### src/rtl/nibble_serial_adder_ctrl_if.sv
// Handshake/data bundle for nibble_serial_adder_ctrl.
//   master : operand producer / result consumer side (drives requests, accepts results)
//   slave  : the adder sequencer itself
// Signals:
//   start_valid/start_ready : operand handshake; a_in, b_in, cin_in sampled on accept
//   res_valid/res_ready     : result handshake; sum_out, cout_out, ovf_out qualified by res_valid
//   busy                    : sequencer not idle
interface nibble_serial_adder_ctrl_if #(
  parameter int unsigned NIBBLES = 4
);
  localparam int unsigned W = 4 * NIBBLES;

  logic         start_valid;
  logic         start_ready;
  logic [W-1:0] a_in;
  logic [W-1:0] b_in;
  logic         cin_in;
  logic         res_valid;
  logic         res_ready;
  logic [W-1:0] sum_out;
  logic         cout_out;
  logic         ovf_out;
  logic         busy;

  modport master (
    output start_valid, a_in, b_in, cin_in, res_ready,
    input  start_ready, res_valid, sum_out, cout_out, ovf_out, busy
  );

  modport slave (
    input  start_valid, a_in, b_in, cin_in, res_ready,
    output start_ready, res_valid, sum_out, cout_out, ovf_out, busy
  );
endinterface

### src/rtl/nibble_serial_adder_ctrl.sv
// W-bit adder (W = 4*NIBBLES) built from one 4-bit ripple stage reused over successive
// nibbles, LSB nibble first. The inter-nibble carry lives in carry_q.
// Ports:
//   clk   : rising-edge clock
//   rst_n : asynchronous active-low reset
//   bus   : slave side of nibble_serial_adder_ctrl_if (operand and result handshakes)
// Latency: result valid NIBBLES cycles after the accept edge; issue interval NIBBLES+2.
module nibble_serial_adder_ctrl #(
  parameter int unsigned NIBBLES = 4
) (
  input  logic                        clk,
  input  logic                        rst_n,
  nibble_serial_adder_ctrl_if.slave   bus
);
  localparam int unsigned W    = 4 * NIBBLES;
  localparam int unsigned IdxW = (NIBBLES > 1) ? $clog2(NIBBLES) : 1;

  typedef enum logic [1:0] {StIdle, StAdd, StDone} state_e;

  state_e          state_q;
  logic [IdxW-1:0] idx_q;
  logic            carry_q;
  logic [W-1:0]    a_q;
  logic [W-1:0]    b_q;
  logic [W-1:0]    sum_q;
  logic            cout_q;
  logic            ovf_q;

  logic [3:0]      a_nib;
  logic [3:0]      b_nib;
  logic [4:0]      nib_res;
  logic            last_nib;

  // The single shared 4-bit adder stage.
  always_comb begin
    a_nib    = a_q[4*idx_q +: 4];
    b_nib    = b_q[4*idx_q +: 4];
    nib_res  = {1'b0, a_nib} + {1'b0, b_nib} + {4'b0000, carry_q};
    last_nib = (idx_q == IdxW'(NIBBLES - 1));
  end

  always_ff @(posedge clk or negedge rst_n) begin
    if (!rst_n) begin
      state_q <= StIdle;
      idx_q   <= '0;
      carry_q <= 1'b0;
      a_q     <= '0;
      b_q     <= '0;
      sum_q   <= '0;
      cout_q  <= 1'b0;
      ovf_q   <= 1'b0;
    end else begin
      unique case (state_q)
        StIdle: begin
          if (bus.start_valid) begin
            a_q     <= bus.a_in;
            b_q     <= bus.b_in;
            carry_q <= bus.cin_in;
            idx_q   <= '0;
            sum_q   <= '0;
            state_q <= StAdd;
          end
        end
        StAdd: begin
          sum_q[4*idx_q +: 4] <= nib_res[3:0];
          carry_q             <= nib_res[4];
          idx_q               <= idx_q + 1'b1;
          if (last_nib) begin
            cout_q  <= nib_res[4];
            // nib_res[3] is the MSB of the full sum on the last nibble.
            ovf_q   <= (a_q[W-1] == b_q[W-1]) && (nib_res[3] != a_q[W-1]);
            state_q <= StDone;
          end
        end
        StDone: begin
          if (bus.res_ready) begin
            state_q <= StIdle;
          end
        end
        default: state_q <= StIdle;
      endcase
    end
  end

  // Handshake outputs decode the state register only; no input-to-output paths.
  assign bus.start_ready = (state_q == StIdle);
  assign bus.res_valid   = (state_q == StDone);
  assign bus.busy        = (state_q != StIdle);
  assign bus.sum_out     = sum_q;
  assign bus.cout_out    = cout_q;
  assign bus.ovf_out     = ovf_q;
endmodule

### src/flat_wrapper.sv
// flat-port wrapper written by rule: the top's interface ports become plain ports
module nibble_serial_adder_ctrl_flat 
#(
  parameter int unsigned NIBBLES = 4
)
  (clk, rst_n, bus_start_valid, bus_a_in, bus_b_in, bus_cin_in, bus_res_ready, bus_start_ready, bus_res_valid, bus_sum_out, bus_cout_out, bus_ovf_out, bus_busy);
  nibble_serial_adder_ctrl_if #(.NIBBLES(NIBBLES)) bus_i ();
  input  logic clk;
  input  logic rst_n;
  input wire logic [$bits(bus_i.start_valid)-1:0] bus_start_valid;
  input wire logic [$bits(bus_i.a_in)-1:0] bus_a_in;
  input wire logic [$bits(bus_i.b_in)-1:0] bus_b_in;
  input wire logic [$bits(bus_i.cin_in)-1:0] bus_cin_in;
  input wire logic [$bits(bus_i.res_ready)-1:0] bus_res_ready;
  output wire logic [$bits(bus_i.start_ready)-1:0] bus_start_ready;
  output wire logic [$bits(bus_i.res_valid)-1:0] bus_res_valid;
  output wire logic [$bits(bus_i.sum_out)-1:0] bus_sum_out;
  output wire logic [$bits(bus_i.cout_out)-1:0] bus_cout_out;
  output wire logic [$bits(bus_i.ovf_out)-1:0] bus_ovf_out;
  output wire logic [$bits(bus_i.busy)-1:0] bus_busy;
  assign bus_i.start_valid = bus_start_valid;
  assign bus_i.a_in = bus_a_in;
  assign bus_i.b_in = bus_b_in;
  assign bus_i.cin_in = bus_cin_in;
  assign bus_i.res_ready = bus_res_ready;
  assign bus_start_ready = bus_i.start_ready;
  assign bus_res_valid = bus_i.res_valid;
  assign bus_sum_out = bus_i.sum_out;
  assign bus_cout_out = bus_i.cout_out;
  assign bus_ovf_out = bus_i.ovf_out;
  assign bus_busy = bus_i.busy;
  nibble_serial_adder_ctrl #(.NIBBLES(NIBBLES)) u_core (.clk(clk), .rst_n(rst_n), .bus(bus_i));
endmodule
### config.mk
export PLATFORM = sky130hd
export DESIGN_NAME = nibble_serial_adder_ctrl_flat
export DESIGN_NICKNAME = d
export VERILOG_FILES = /design/src/rtl/nibble_serial_adder_ctrl_if.sv /design/src/rtl/nibble_serial_adder_ctrl.sv /design/src/flat_wrapper.sv
export SDC_FILE = /design/constraint.sdc
export NUM_CORES = 1
export LEC_CHECK = 0
export BUFFER_PORTS_ARGS = -buffer_cell sky130_fd_sc_hd__buf_2
export CAP_MARGIN = 20
export CORE_MARGIN = 1.5
export CORE_UTILIZATION = 45
export CTS_BUF_LIST = sky130_fd_sc_hd__clkbuf_4 sky130_fd_sc_hd__clkbuf_8
export CTS_CLUSTER_DIAMETER = 200
export CTS_CLUSTER_SIZE = 14
export DETAILED_ROUTE_END_ITERATION = 8
export GPL_TIMING_DRIVEN = 0
export MAX_ROUTING_LAYER = met4
export PLACE_DENSITY = 0.76
export SETUP_SLACK_MARGIN = 0.05
export SKIP_LAST_GASP = 1
export SYNTH_ARGS = -nofsm -noshare
export SYNTH_HDL_FRONTEND = slang
export SYNTH_SLANG_ARGS = --single-unit
### constraint.sdc
create_clock -name clk -period 3.1 [get_ports clk]
set_input_delay 0.62 -clock clk [delete_from_list [all_inputs] [get_ports clk]]
set_output_delay 0.62 -clock clk [all_outputs]
set_load 0.05 [all_outputs]
==> metrics, run 1 <==
first drt pass iteration count=4; largest net degree at the start of global routing=40; Most used DFF post-synth=dfrtp_1; GPL Wtd Cong=0.770; worst path cell trace=clkbuf_4 -> mux4_2 -> fa_1 -> inv_1 -> fa_1 -> nor2b_1 -> o21ai_0 -> nand2b_1 -> a221o_1; Area growth syn-to-layout=19.4%; hold crit path type=input port to async pin; arrival time worst endpoint=3060 ps; I/O pin total=58; die height=79.0 um; vias in the first global route=1785; synth cell count leaders=dfrtp_1 (55), mux2_2 (33), a22o_1 (17); core area=5540 um2; Lkg Pwr=0.00151 uW; Slowest Stage Delay on Critical Path=570 ps; max frequency=349 MHz; Worst-Margin Slew=601 ps; IO buf count=57; H-tree Lvls=2; drt total wl=5.13 mm; post-synthesis sequential area ratio=52.9%; final setup violating endpoints=0; Synth Cell Area=2600 um2; Crit Path Class=flop to flop; startpoint types=flop; die footprint=6250 um2; Crit path required time=3290 ps; # diodes=0; detailed-route via count=1715; worst-path fanout max=10; fin. max-slew vios=0; Hold Fails Final Rpt=0; most common cell in the netlist=dfrtp_1; leading area contributor after synthesis=dfrtp_1; Final Critical Period=2870 ps; Slowest cell on crit path=mux4_2; pwr dens=1270 nW/um2; VDD IR max=642 uV; top-area cell type share of the netlist area=52.9%; drt wl/cell=16.0 um; Worst Path Buf+Inv=2; DRC=0; first-pass GRT wire length=8.69 mm; Initial Utilization=47.0%; EDFF count, synth=0; Finished Cell Area=3110 um2; Reg clk slew, reported paths=90 ps; Tcrit/Tclk final=92.4%; Fillers=506; Largest delay share family, worst path=adder cells; status=finished, final reports clean; post-placement cell area=3000 um2; flops & latches, synth=55; Synth warnings=0; Syn Nets=230; nets@finish=295; fraction of registers with async set/reset=100%; crit end category=flop; Worst R2R Start=u_core.idx_q[0]; setup TNS=0 ps; routed vias/inst=5.34; Clock Latency Late Sink=310 ps; RSZ-0062 raised after global routing=no; syn avg cell area=14.1 um2; synth top area cells=dfrtp_1 (53%), mux2_2 (14%), mux4_2 (6.9%), a22o_1 (5.7%), ha_1 (3.4%); Clock Skew=8.21 ps; Slew HR=59.9%; initial drt markers=64; num rows=27; Worst Setup SP=u_core.idx_q[0]; Post-CTS Setup Bufs=0; Sink Count=55; Final ANT Viol Nets=0; GRT overflow=0; TritonCTS Buffers=5; Final Power=3940 uW; most frequent CP cell=fa_1; post-DP HPWL=3.87 mm; total track usage=19.0%; Max Buffers Root-to-Sink=2; initial antenna violation count=0; Post-Synthesis Cells=184; TritonCTS clock tree=done; Die W=79.0 um; root buf cell=clkbuf_8; layout cells sized above 1=47.0%; Max Cap Viol=0; Synth cell types=31
## where the power goes
group	internal (uW)	switching, uW	total [uW]
registers	1030	189	1220
clock network	246	219	464
logic	951	1300	2250
## routing by layer
metal	global-route usage, %	part of all wire [%]
met1	23.8	44
met2	30.8	49
met3	4.25	5.0
met4	5.96	1.5
met5	-	0
## state kept, by name, indices dropped and copies added (netlist names)
register	count
u_core.a_q	16
u_core.b_q	16
u_core.bus.sum_out	16
u_core.idx_q	2
u_core.state_q	2
u_core.bus.cout_out	1
u_core.bus.ovf_out	1
u_core.carry_q	1
## cells by family (layout without fill, tap and decap cells)
group	after synthesis	count (layout)	synth area share [%]
DFF	55	55	52.9
muxes	41	41	21.2
AOI/OAI and AO/OA	31	31	9.48
and+or+nand+nor	30	30	6.97
buffers and inverters	16	81	3.85
adders and majority gates	9	9	4.91
xor gates and xnor gates	2	2	0.674
## path summary, 6_finish.rpt
path | cells past startpoint | end | slack, ps
hold reg to reg | 1 | u_core.bus.sum_out[6] | 500
setup reg to reg | 9 | u_core.carry_q | 230
setup / recovery | 9 | u_core.carry_q | 230
max in group asynchronous | 2 | u_core.bus.ovf_out | 2340
hold / removal | 1 | u_core.bus.sum_out[8] | 220
min in group clk | 2 | u_core.state_q[1] | 490
## cells in the final DEF (no fill, tap or decap), types with 2 or more instances in the layout
cell type | synthesis | layout
buf_2 | 2 | 58
dfrtp_1 | 55 | 55
mux2_2 | 33 | 33
a22o_1 | 17 | 17
nand2_1 | 9 | 9
mux4_2 | 8 | 8
inv_1 | 8 | 8
ha_1 | 7 | 7
buf_6 | 5 | 5
nand2b_1 | 5 | 5
a21o_1 | 5 | 5
clkbuf_8 | 0 | 5
nor2_1 | 4 | 4
o21ai_0 | 3 | 3
clkbuf_4 | 0 | 2
and4_1 | 2 | 2
xnor2_1 | 2 | 2
a21oi_1 | 2 | 2
nand3_1 | 2 | 2
fa_1 | 2 | 2
## final cells by class
| cell class | count | area [um2] | share of cell area (%) |
|---|---|---|---|
| tap | 72 | 90.1 | 2.90 |
| clock buffer | 6 | 76.3 | 2.46 |
| multi-input combinational | 113 | 1120 | 36.2 |
| clock inverter | 1 | 30.0 | 0.967 |
| inverter | 8 | 30.0 | 0.967 |
| timing repair buffer | 58 | 305 | 9.83 |
| buffer | 8 | 72.6 | 2.34 |
| sequential | 55 | 1380 | 44.3 |
## per-stage QoR
step	std cells	setup WS [ps]	utilization, %	hold WS, ps
floorplan	184	521	-	324
global placement	313	203	53.7	483
detailed placement	314	169	54.1	482
CTS	321	147	56.0	230
global route	321	63.1	56.1	240
finish	321	234	56.1	224
## timing repair
| action | in CTS | in global routing |
|---|---|---|
| resized for setup | 0 | 1 |
| hold buffers | 0 | 0 |
| hold endpoints to repair | 0 | 0 |
| setup endpoints to repair | 0 | 2 |
(Power assumes the default switching activity.)
==> run 2, diff against run 1 <==
Settings changed: BUFFER_PORTS_ARGS -buffer_cell sky130_fd_sc_hd__buf_2 to -buffer_cell sky130_fd_sc_hd__buf_4.
==> metrics, run 2 (synthesis gave the netlist of run 1 again) <==
max frequency=364 MHz; setup TNS=0 ps; TritonCTS clock tree=done; crit end category=flop; hold_buf cts=0; die footprint=6250 um2; fin. max-slew vios=0; largest net degree at the start of global routing=56; layout cells sized above 1=47.2%; drt total wl=4.90 mm; GRT overflow=0; Tcrit/Tclk final=88.7%; routed vias/inst=5.36; total track usage=18.5%; Final Critical Period=2750 ps; first drt pass iteration count=4; die height=79.0 um; Worst-Margin Slew=670 ps; Die W=79.0 um; vias in the first global route=1809; initial drt markers=86; Clock Skew=3.25 ps; pwr dens=1240 nW/um2; drt wl/cell=15.3 um; DRC=0; post-DP HPWL=3.71 mm; post-placement cell area=3120 um2; nets@finish=294; num rows=27; Resize count post-CTS=0; GPL Wtd Cong=0.820; Register Area=1380 um2; first-pass GRT wire length=8.68 mm; Fillers=476; RSZ-0062 raised after global routing=no; Clock Latency Late Sink=300 ps; Max Buffers Root-to-Sink=2; hold crit path type=input port to async pin; Area growth syn-to-layout=24.1%; Finished Cell Area=3230 um2; most frequent cells in the layout=buf_4 (57), dfrtp_1 (54), mux2_2 (33); Lkg Pwr=0.00153 uW; initial antenna violation count=0; core area=5540 um2; Reg clk slew, reported paths=90 ps; VDD IR max=568 uV; Max Cap Viol=0; Crit Path Class=flop to flop; Worst Path Buf+Inv=2; TritonCTS Buffers=5; root buf cell=clkbuf_8; detailed-route via count=1714; IO buf count=57; H-tree Lvls=2; Final ANT Viol Nets=0; # diodes=0; Hold Fails Final Rpt=0; worst hold slack=355 ps; arrival time worst endpoint=2940 ps; Multi-input gate area=1120 um2; most frequent CP cell=fa_1; Slowest Stage Delay on Critical Path=550 ps; I/O pin total=58; Slew HR=55.3%; Post-CTS Setup Bufs=0; most common cell after layout, fill and taps aside=buf_4; worst-path fanout max=10; Crit path required time=3290 ps; final setup violating endpoints=0; Sink Count=55; worst path cell trace=clkbuf_4 -> mux4_2 -> fa_1 -> inv_1 -> fa_1 -> nor2b_1 -> o21ai_0 -> nand2b_1 -> a221o_1; status=finished, final reports clean; startpoint types=flop; Slowest cell on crit path=mux4_2; Initial Utilization=47.0%; Largest delay share family, worst path=adder cells
-- run 2: cell count changes in the layout (fill, tap and decap cells not counted), sizes merged --
cell,before,now
buf,64,63
-- run 2: layout make-up --
class	instances	share of cell area [%]
multi-input cells	113	34.8
clock inverters	1	0.930
repair buffers	57	13.3
clock buffers	6	2.36
inverters	8	0.930
flip-flops and latches	55	42.7
well taps	72	2.79
plain buffers	8	2.25
-- run 2: final timing paths --
kind / slack, ps / from / cells after the start / to
hold / removal: 350 / rst_n / 1 / u_core.state_q[1]
max in group asynchronous: 2280 / rst_n / 1 / u_core.idx_q[0]
setup / recovery: 350 / u_core.idx_q[0] / 9 / u_core.carry_q
min in group clk: 500 / bus_res_ready / 2 / u_core.state_q[1]
hold reg to reg: 510 / u_core.bus.sum_out[7] / 1 / u_core.bus.sum_out[7]
setup reg to reg: 350 / u_core.idx_q[0] / 9 / u_core.carry_q
-- run 2: routing by layer --
metal | GRT usage, % | share of wire, %
met4 | 5.09 | 1.6
met2 | 29.4 | 49
met3 | 3.56 | 4.8
met1 | 24.4 | 45
met5 | - | 0
-- run 2: power breakdown --
group / total [uW] / internal [uW] / switching [uW] / leakage, uW
registers: 1230 / 1040 / 191 / 0.000684
logic: 2300 / 1020 / 1280 / 0.000789
clock network: 463 / 246 / 217 / 0.0000547
total: 3990 / 2300 / 1690 / 0.00153
-- run 2: worst reg2reg max path, cell delays in order (launching register included) --
cell and delay (ps):
dfrtp_2 460, clkbuf_4 290, mux4_2 550, fa_1 420, inv_1 80, fa_1 200
nor2b_1 50, o21ai_0 150, nand2b_1 110, a221o_1 310
-- run 2: stage by stage --
step	power [uW]	utilization, %	setup WS (ps)	instances
2_1_floorplan	2920	-	521	184
3_5_place_dp	3550	56.3	182	313
5_1_grt	4320	58.3	115	320
6_report	3990	58.3	352	320
4_1_cts	4020	58.2	151	320
3_3_place_gp	3480	56.3	205	313
==> run 3, diff against run 2 <==
Clock period 3.1 ns to 2.9 ns, I/O delays scaled along.
==> metrics, run 3 (synthesis gave the netlist of run 1 again) <==
status=finished, final reports clean; most frequent cells in the layout=buf_4 (59), dfrtp_1 (54), mux2_2 (33); Die W=79.0 um; I/O pin total=58; routed vias/inst=5.33; Max Cap Viol=0; max frequency=385 MHz; DRC=0; VDD IR max=607 uV; Area growth syn-to-layout=24.9%; Sink Count=55; most common cell after layout, fill and taps aside=buf_4; Reg clk slew, reported paths=90 ps; Reg power frac=30.3%; initial drt markers=73; Hold Fails Final Rpt=0; post-DP HPWL=3.71 mm; largest net degree at the start of global routing=56; drt wl/cell=15.5 um; reg2reg path depth=7; Clk pwr share=11.4%; final worst slack=300 ps; Worst-Margin Slew=674 ps; die footprint=6250 um2; pre-CTS setup slack=-17.8 ps; vias in the first global route=1820; GRT overflow=0; sw power=1820 uW; Register Area=1380 um2; hold crit path type=input port to async pin; grt peak-use layer=met2; Clock Latency Late Sink=300 ps; IO buf count=57; TritonCTS clock tree=done; Fillers=474; drt total wl=4.99 mm; setup TNS=0 ps; post-route insts no fill=322; Final ANT Viol Nets=0; grt met2 use=29.3%; worst hold slack=317 ps; fin. max-slew vios=0; TritonCTS Buffers=5; GPL Wtd Cong=0.820; Multi-input gate area=1120 um2; worst-path fanout max=10; Crit path required time=3090 ps; die height=79.0 um; Lkg Pwr=0.00154 uW; crit end category=flop; post-placement cell count=313; met1 Use GR=24.4%; arrival time worst endpoint=2790 ps; Tcrit/Tclk final=89.7%; layout cells sized above 1=48.0%; H-tree Lvls=2; Max Buffers Root-to-Sink=2; Pint=2480 uW; startpoint types=flop; Logic pwr share=58.2%; met3 GRT Util=3.45%; root buf cell=clkbuf_8; Final Critical Period=2600 ps; final setup violating endpoints=0; initial antenna violation count=0; total track usage=18.5%; Sw Share=42.3%; Clock Skew=5.68 ps; core area=5540 um2; RSZ-0062 raised after global routing=no; pwr dens=1320 nW/um2; Initial Utilization=47.0%; detailed-route via count=1716; nets@finish=296; first drt pass iteration count=4; # diodes=0; first-pass GRT wire length=8.67 mm; Slew HR=55.1%; num rows=27; Crit Path Class=flop to flop
[run 3: changes by cell type in the layout (fill, tap and decap cells not counted), sizes merged]
| cell | previous run | this run |
|---|---|---|
| buf | 63 | 66 |
| clkbuf | 8 | 7 |
[run 3: final cells by class]
cell class	instances	area share [%]
plain buffers	8	2.39
inverters	8	0.924
well taps	72	2.77
flip-flops and latches	55	42.4
repair buffers	59	13.6
clock buffers	6	2.35
clock inverters	1	0.924
multi-input cells	113	34.6
[run 3: metrics by stage]
stage                     power (uW)  instance area [um2]  util (%)
after floorplan                 3120                 2600         -
after global placement          3720                 3120      56.3
after global routing            4640                 3250      58.6
after CTS                       4300                 3230      58.3
after detailed placement        3790                 3120      56.3
final                           4300                 3250      58.6
[run 3: what timing repair did]
action	CTS	global route
buffers inserted	0	2
endpoints found under the setup margin	6	9
hold buffers	0	0
pin swaps	0	0
cloned	0	0
resized for setup	1	4
[run 3: power by group through the flow]
stage / clock (uW) / sequential [uW] / combinational, uW
2_1_floorplan: 0 / 1530 / 1590
3_3_place_gp: 0 / 1320 / 2410
3_5_place_dp: 0 / 1330 / 2460
4_1_cts: 504 / 1320 / 2480
5_1_grt: 541 / 1350 / 2750
6_report: 492 / 1310 / 2500
[run 3: metal layers]
layer	vias to the layer above	routed length [um]
li1	810	-
met1	843	2250
met5	-	0
met2	54	2410
met4	0	95
met3	9	232
[run 3: path summary, 6_finish.rpt]
check / start / slack [ps] / end
min in group clk: bus_res_ready / 460 / u_core.state_q[1]
worst min-delay path: rst_n / 320 / u_core.state_q[1]
worst min register to register: u_core.bus.ovf_out / 510 / u_core.bus.ovf_out
worst max-delay path: u_core.idx_q[0] / 300 / u_core.bus.sum_out[3]
max in group asynchronous: rst_n / 2110 / u_core.idx_q[0]
worst max register to register: u_core.idx_q[0] / 300 / u_core.bus.sum_out[3]
[run 3: worst max-delay path, stage by stage (launching register included)]
cell and delay, ps:
dfrtp_2 410, buf_6 180, mux4_2 540, fa_1 420, a21o_1 170, a21oi_1 310
xnor2_1 210, a22o_1 240
